==> config.mk <==
export PLATFORM = sky130hd
export DESIGN_NAME = vga_scanout
export DESIGN_NICKNAME = d
export VERILOG_FILES = /design/src/rtl/vga_scanout.sv
export SDC_FILE = /design/constraint.sdc
export NUM_CORES = 1
export LEC_CHECK = 0
export CELL_PAD_IN_SITES_DETAIL_PLACEMENT = 1
export CELL_PAD_IN_SITES_GLOBAL_PLACEMENT = 2
export CORE_UTILIZATION = 25
export CTS_BUF_LIST = sky130_fd_sc_hd__clkbuf_4
export DETAILED_ROUTE_END_ITERATION = 8
export GPL_ROUTABILITY_DRIVEN = 0
export PLACE_DENSITY_LB_ADDON = 0.1
export SYNTH_ARGS = -nofsm -noshare
export SYNTH_HDL_FRONTEND = slang
export SYNTH_SLANG_ARGS = --single-unit
==> constraint.sdc <==
create_clock -name clk50 -period 2.8 [get_ports clk50]
set_clock_uncertainty 0.1 [all_clocks]
set_input_delay 0.84 -clock clk50 [delete_from_list [all_inputs] [get_ports clk50]]
set_output_delay 0.84 -clock clk50 [all_outputs]
set_load 0.01 [all_outputs]
==> src/rtl/vga_scanout.sv <==
// vga_scanout: 640x480@60Hz VGA scan-out of a 3-bpp framebuffer with 2^SCALE_SHIFT pixel replication
// Ports:
//     clk50, reset    50 MHz clock, asynchronous active-high reset
//     readEn          framebuffer read strobe, high only while the addressed pixel is visible
//     readAddress     {ly[8:0], lx[7:0]} logical pixel address, held outside the visible area
//     readData        {R,G,B} returned MEM_LATENCY clk50 cycles after the request
//     hsync, vsync    active-low syncs, delayed to stay aligned with the colour pins
//     red/green/blue  colour pins, forced low outside the visible area
//     vblank          high while vcount >= 480
//     frameStart      one-cycle pulse when the scan wraps to (0,0)
module vga_scanout #(
    parameter int SCALE_SHIFT = 2,
    parameter int MEM_LATENCY = 1
) (
    input  logic        clk50,
    input  logic        reset,
    output logic        readEn,
    output logic [16:0] readAddress,
    input  logic [2:0]  readData,
    output logic        hsync,
    output logic        vsync,
    output logic        red,
    output logic        green,
    output logic        blue,
    output logic        vblank,
    output logic        frameStart
);
    localparam logic [9:0] H_VISIBLE    = 10'd640;
    localparam logic [9:0] H_SYNC_START = 10'd656;
    localparam logic [9:0] H_SYNC_END   = 10'd751;
    localparam logic [9:0] H_LAST       = 10'd799;
    localparam logic [9:0] V_VISIBLE    = 10'd480;
    localparam logic [9:0] V_SYNC_START = 10'd490;
    localparam logic [9:0] V_SYNC_END   = 10'd491;
    localparam logic [9:0] V_LAST       = 10'd524;

    logic                 pix_tick;
    logic [9:0]           hcount;
    logic [9:0]           vcount;
    logic                 h_end;
    logic                 v_end;
    logic                 active;
    logic                 hsync_raw;
    logic                 vsync_raw;
    logic [7:0]           lx;
    logic [8:0]           ly;
    logic [MEM_LATENCY:0] active_pipe;
    logic [MEM_LATENCY:0] hsync_pipe;
    logic [MEM_LATENCY:0] vsync_pipe;
    logic                 wrap;

    always_comb begin
        h_end     = hcount == H_LAST;
        v_end     = vcount == V_LAST;
        active    = (hcount < H_VISIBLE) && (vcount < V_VISIBLE);
        hsync_raw = !((hcount >= H_SYNC_START) && (hcount <= H_SYNC_END));
        vsync_raw = !((vcount >= V_SYNC_START) && (vcount <= V_SYNC_END));
        lx        = 8'(hcount >> SCALE_SHIFT);
        ly        = 9'(vcount >> SCALE_SHIFT);
    end

    // Counters only move on the 25 MHz phase, so each pixel spans two clk50 cycles.
    always_ff @(posedge clk50 or posedge reset) begin
        if (reset) begin
            pix_tick <= 1'b0;
            hcount   <= '0;
            vcount   <= '0;
        end else begin
            pix_tick <= ~pix_tick;
            if (pix_tick) begin
                hcount <= h_end ? '0 : hcount + 10'd1;
                if (h_end)
                    vcount <= v_end ? '0 : vcount + 10'd1;
            end
        end
    end

    // Address holds outside the visible area so the memory sees no spurious changes.
    always_ff @(posedge clk50 or posedge reset) begin
        if (reset) begin
            readEn      <= 1'b0;
            readAddress <= '0;
        end else begin
            readEn <= active;
            if (active)
                readAddress <= {ly, lx};
        end
    end

    // One stage covers the address register, MEM_LATENCY more cover the memory.
    // Sync stages clear to the inactive level so reset never leaves a sync pulse behind.
    always_ff @(posedge clk50 or posedge reset) begin
        if (reset) begin
            active_pipe <= '0;
            hsync_pipe  <= '1;
            vsync_pipe  <= '1;
        end else begin
            active_pipe <= {active_pipe[MEM_LATENCY-1:0], active};
            hsync_pipe  <= {hsync_pipe[MEM_LATENCY-1:0], hsync_raw};
            vsync_pipe  <= {vsync_pipe[MEM_LATENCY-1:0], vsync_raw};
        end
    end

    always_ff @(posedge clk50 or posedge reset) begin
        if (reset) begin
            {red, green, blue} <= 3'b000;
            hsync              <= 1'b1;
            vsync              <= 1'b1;
        end else begin
            {red, green, blue} <= readData & {3{active_pipe[MEM_LATENCY]}};
            hsync              <= hsync_pipe[MEM_LATENCY];
            vsync              <= vsync_pipe[MEM_LATENCY];
        end
    end

    // wrap marks the counter wrap itself; delaying it one cycle lines frameStart up with the vblank fall.
    always_ff @(posedge clk50 or posedge reset) begin
        if (reset) begin
            vblank     <= 1'b0;
            wrap       <= 1'b0;
            frameStart <= 1'b0;
        end else begin
            vblank     <= vcount >= V_VISIBLE;
            wrap       <= pix_tick && h_end && v_end;
            frameStart <= wrap;
        end
    end
endmodule
; Word level (Yosys, flattened, before mapping)
; Cells that the tools add are included.
[word_totals]
regBits = 52
out_inout_bits = 25
word_cells = 39
[classes]
addsub = 2
n_lt_le_gt_ge = 7
n_eq_ne = 2
mux = 2
bitwise_logic = 2
n_reduce_logical = 8
[op_table]
columns = operator, count
row1 = "10-bit by 1-bit adder with 10-bit output, second input constant", 2
row2 = "10-bit == test, second input constant", 2
row3 = "10-bit by 9-bit greater-or-equal comparator with 1-bit output, second input constant", 2
row4 = 10-bit two-way mux, 2
row5 = "10-bit greater-or-equal comparator, second input constant", 1
row6 = "10-bit less-or-equal comparator, second input constant", 1
row7 = "10-bit by 9-bit less-or-equal comparator with 1-bit output, second input constant", 1
row8 = "10-bit less-than comparator, second input constant", 1
row9 = "10-bit by 9-bit less-than comparator with 1-bit output, second input constant", 1
row10 = 1-bit logical AND, 5
row11 = 3-bit bitwise AND, 1
row12 = 1-bit zero test, 2
row13 = 2-bit AND reduction, 1
row14 = 1-bit NOT, 1

; Logic depth before layout (Yosys ltp)
[depth]
ltp_word = 3
depth_mapped = 6
depth_no_buf = 5

; Worst setup path before layout
; No wires, ideal clock.
[synth_timing]
path_kind = reg2reg
startpoint = reg vcount[8]
endpoint = reg readAddress[0]
setup_ns = 0.125
arrival_time_ns = 1.368
path_slack_ns = 1.207
path_stages_with_launch = 6
path_buffers = 2
synth_period_minus_slack_ns = 1.593
cell_sequence = dfrtp_1 -> a41o_1 -> nand2b_4 -> buf_6 -> buf_6 -> mux2_4
[synth_between]
elab_chain_cells = 2
[synth_lines]
columns = element, line
row1 = start: declaration, 39  ; logic [9:0] vcount;
row2 = start signal: assignment, 73  ; vcount <= v_end ? '0 : vcount + 10'd1;
row3 = 10-bit by 9-bit less-than comparator with 1-bit output, 55  ; active = (hcount < H_VISIBLE) && (vcount < V_VISIBLE);
row4 = 1-bit logical AND, 55
row5 = end signal: assignment, 86  ; readAddress <= {ly, lx};
row6 = end: declaration, 18  ; output logic [16:0] readAddress,
; No other way between the ends.
; A chain may end at the register's enable or synchronous reset.

; Worst setup path after layout
[layout_timing]
startpoint = reg vsync
endpoint = out vsync
[layout_lines]
columns = element, line
row1 = start: declaration, 21  ; output logic vsync,
row2 = start signal: assignment, 112  ; vsync <= vsync_pipe[MEM_LATENCY];
; No word-level cell between the ends.

==> results.ini <==
[status]
outcome=finished, final reports clean

[grt]
grt_max_degree=31
antenna_found_initial=0
grt_usage=0.109
gr-total-overflow=0
grt_pass1_vias=1489
grt_pass1_wl_um=7520

[synth]
synth_compound_area_frac=0.0660
ys_warn_count=0
synth-simple-area-share=0.148
synthesis.area_um2=2160
synthMuxAreaShare=0.0880
seq_area_frac_synth=0.594
synth_top_family_by_area=simple AND/OR/NAND/NOR gates
synth_adder_area_share=0.0289
synth_cell_types=37
synthXorXnorAreaFrac=0.0365
syn_inst=172
syn_nets=182
yosys_register_bits=51
syn_area_per_cell_um2=12.6

[worst_setup_path]
slowest_stage=dfstp_2
crit_fanout=1
critPathLaunchType=flip-flop
cp_top_family=flip-flops
r2r_slack_ns=0.91
end_kind=output port
critPathArrivalTime_ns=1.43
crit_path_cell_trace=clkdlybuf4s50_1
path_buf_inv=1
r2r_start=hcount[5]
worstReg2RegEnd=vcount[4]
worstSetupPathType=flip-flop to output port
required_ns=1.86
rr_worst_depth=4
critical_path.max_stage_delay_ns=0.55

[clock_network]
clk_pin_slew_ns=0.15
cts_tree=done
cts_root_buf=clkbuf_4
cts_sinks=51
post_cts_buffers=0
cts-buffers-inserted=5
clockBufferDepth=2
htree_levels=2
hold_buffers=0
cts-resized-gates=0
clk_latency_ns=0.37

[final_layout]
fillers=889
layout_common_cells=dfrtp_1 (45), clkdlybuf4s50_1 (28), nand2_1 (10), nor2_1 (10)
syn_to_final_growth_pct=21.6
final_common_cell=dfrtp_1
diodes=0
nets=213
final_layout_size_suffix_gt1_frac=0.157

[detailed_routing]
drt-vias-per-instance=4.51
wl_per_cell_um=14.1
first_iter_violations=22
drc=0
wl_um=4370
antenna_left=0
dr.pass1.iters=4
vias=1393

[placement]
place_hpwl_um=3110
port_buffers=28

[timing]
min_period_over_period=0.847
finalSetupViolations=0
tns_ns=0
relSlewSlack=0.657
finalWorstPathRequiredPeriod_ns=2.37
whs_ns=0.267
rsz0062_at_grt=false
worst_slew_pin_slew_ns=0.514
slew_viol_final=0
fmax_ghz=0.422
hold_violations=0

[floorplanning]
dieArea_um2=9020
ios=30
row_count=33
coreArea_um2=8300
die_w_um=95.0
fp.dieH_um=95.0
initial_utilization=0.261

[power_and_ir_drop]
peakVddDrop_mv=0.184
leakage_uw=0.00117
p_per_area_nw_per_um2=457

[hold_path]
holdPathStages=0
min_from=vsync_pipe[1]
hp-class=flip-flop to flip-flop
min_to=vsync

[run]
drv_cap=0

state kept, by name (all words and copies together) (netlist names):
name,flops
readAddress,16
hcount,10
vcount,10
active_pipe,2
hsync_pipe,2
vsync_pipe,2
blue,1
frameStart,1
green,1
hsync,1
pix_tick,1
red,1
vblank,1
vsync,1
wrap,1
synth_stat cells:
cell type / n / area share
nand4_1: 6 / 0.017
o31ai_1: 1 / 0.0035
buf_4: 1 / 0.0035
mux2_4: 6 / 0.042
nand2_1: 10 / 0.017
a41o_1: 1 / 0.0046
and2_1: 6 / 0.017
dfrtp_1: 45 / 0.52
nand3_1: 3 / 0.0069
dfstp_2: 6 / 0.073
mux2i_1: 1 / 0.0046
a21oi_1: 1 / 0.0023
a21o_1: 1 / 0.0035
buf_2: 1 / 0.0023
nand4b_1: 3 / 0.012
mux2_2: 8 / 0.042
nand2b_4: 1 / 0.0064
and4bb_2: 1 / 0.0058
ha_1: 5 / 0.029
o21ai_0: 7 / 0.016
nor2_1: 10 / 0.017
conb_1: 1 / 0.0017
buf_6: 3 / 0.016
a22o_1: 3 / 0.012
and4b_1: 1 / 0.0046
nor2b_1: 3 / 0.0087
o21ai_1: 2 / 0.0046
xnor2_1: 8 / 0.032
nor4b_1: 1 / 0.0041
o211ai_1: 2 / 0.0069
a31oi_1: 3 / 0.0087
and3_1: 6 / 0.017
inv_1: 9 / 0.016
a211oi_1: 1 / 0.0035
and4bb_1: 1 / 0.0058
nor3_1: 3 / 0.0069
xor2_1: 1 / 0.0041
kinds of logic after synthesis:
| family | Yosys count |
|---|---|
| simple gates | 55 |
| compound gates | 22 |
| mux | 15 |
| other cells | 1 |
| xor+xnor | 9 |
| fa+ha+maj | 5 |
| buf+inv | 14 |
| flops | 51 |
per-layer routing:
layer,part of all wire,vias up,global-route usage
met1,0.50,703,0.148
met3,0.037,6,0.0242
met4,0.015,0,0.0417
met5,0,-,0
li1,-,659,-
met2,0.45,25,0.170
power by group:
| part | switching (uW) | total, uW | leakage, uW | internal, uW |
|---|---|---|---|---|
| registers | 0.572 | 740 | 0.000650 | 739 |
| logic | 18.7 | 31.2 | 0.000478 | 12.5 |
| clock network | 232 | 430 | 0.0000419 | 198 |
worst max path at each step:
stage                     start              to  slack (ns)  depth (start not counted)
final                     vsync           vsync        0.43                          1
after global routing      vsync           vsync        0.36                          1
after CTS                 vsync           vsync        0.41                          1
after floorplan           reset  active_pipe[0]        0.64                          1
after detailed placement  reset           vsync        0.83                          3
after global placement    hsync           hsync        0.84                          1
cell type report:
| cell class | instances | area (um2) | share of cell area |
|---|---|---|---|
| sequential | 51 | 1280 | 0.488 |
| multi-input combinational | 107 | 798 | 0.304 |
| timing repair buffer | 29 | 300 | 0.114 |
| tap | 105 | 131 | 0.0500 |
| clock buffer | 6 | 45.0 | 0.0171 |
| clock inverter | 2 | 37.5 | 0.0143 |
| inverter | 9 | 33.8 | 0.0128 |
through the flow:
stage	setup WS, ns	instances	instance area, um2	utilization	total power (uW)
after floorplan	0.640	172	2160	-	768
after global placement	0.843	301	2550	0.307	785
after detailed placement	0.826	301	2550	0.307	786
after CTS	0.405	309	2630	0.317	1230
after global routing	0.363	309	2630	0.317	1260
final	0.428	309	2630	0.317	1200
No activity file was read; power rests on OpenSTA's default activity.
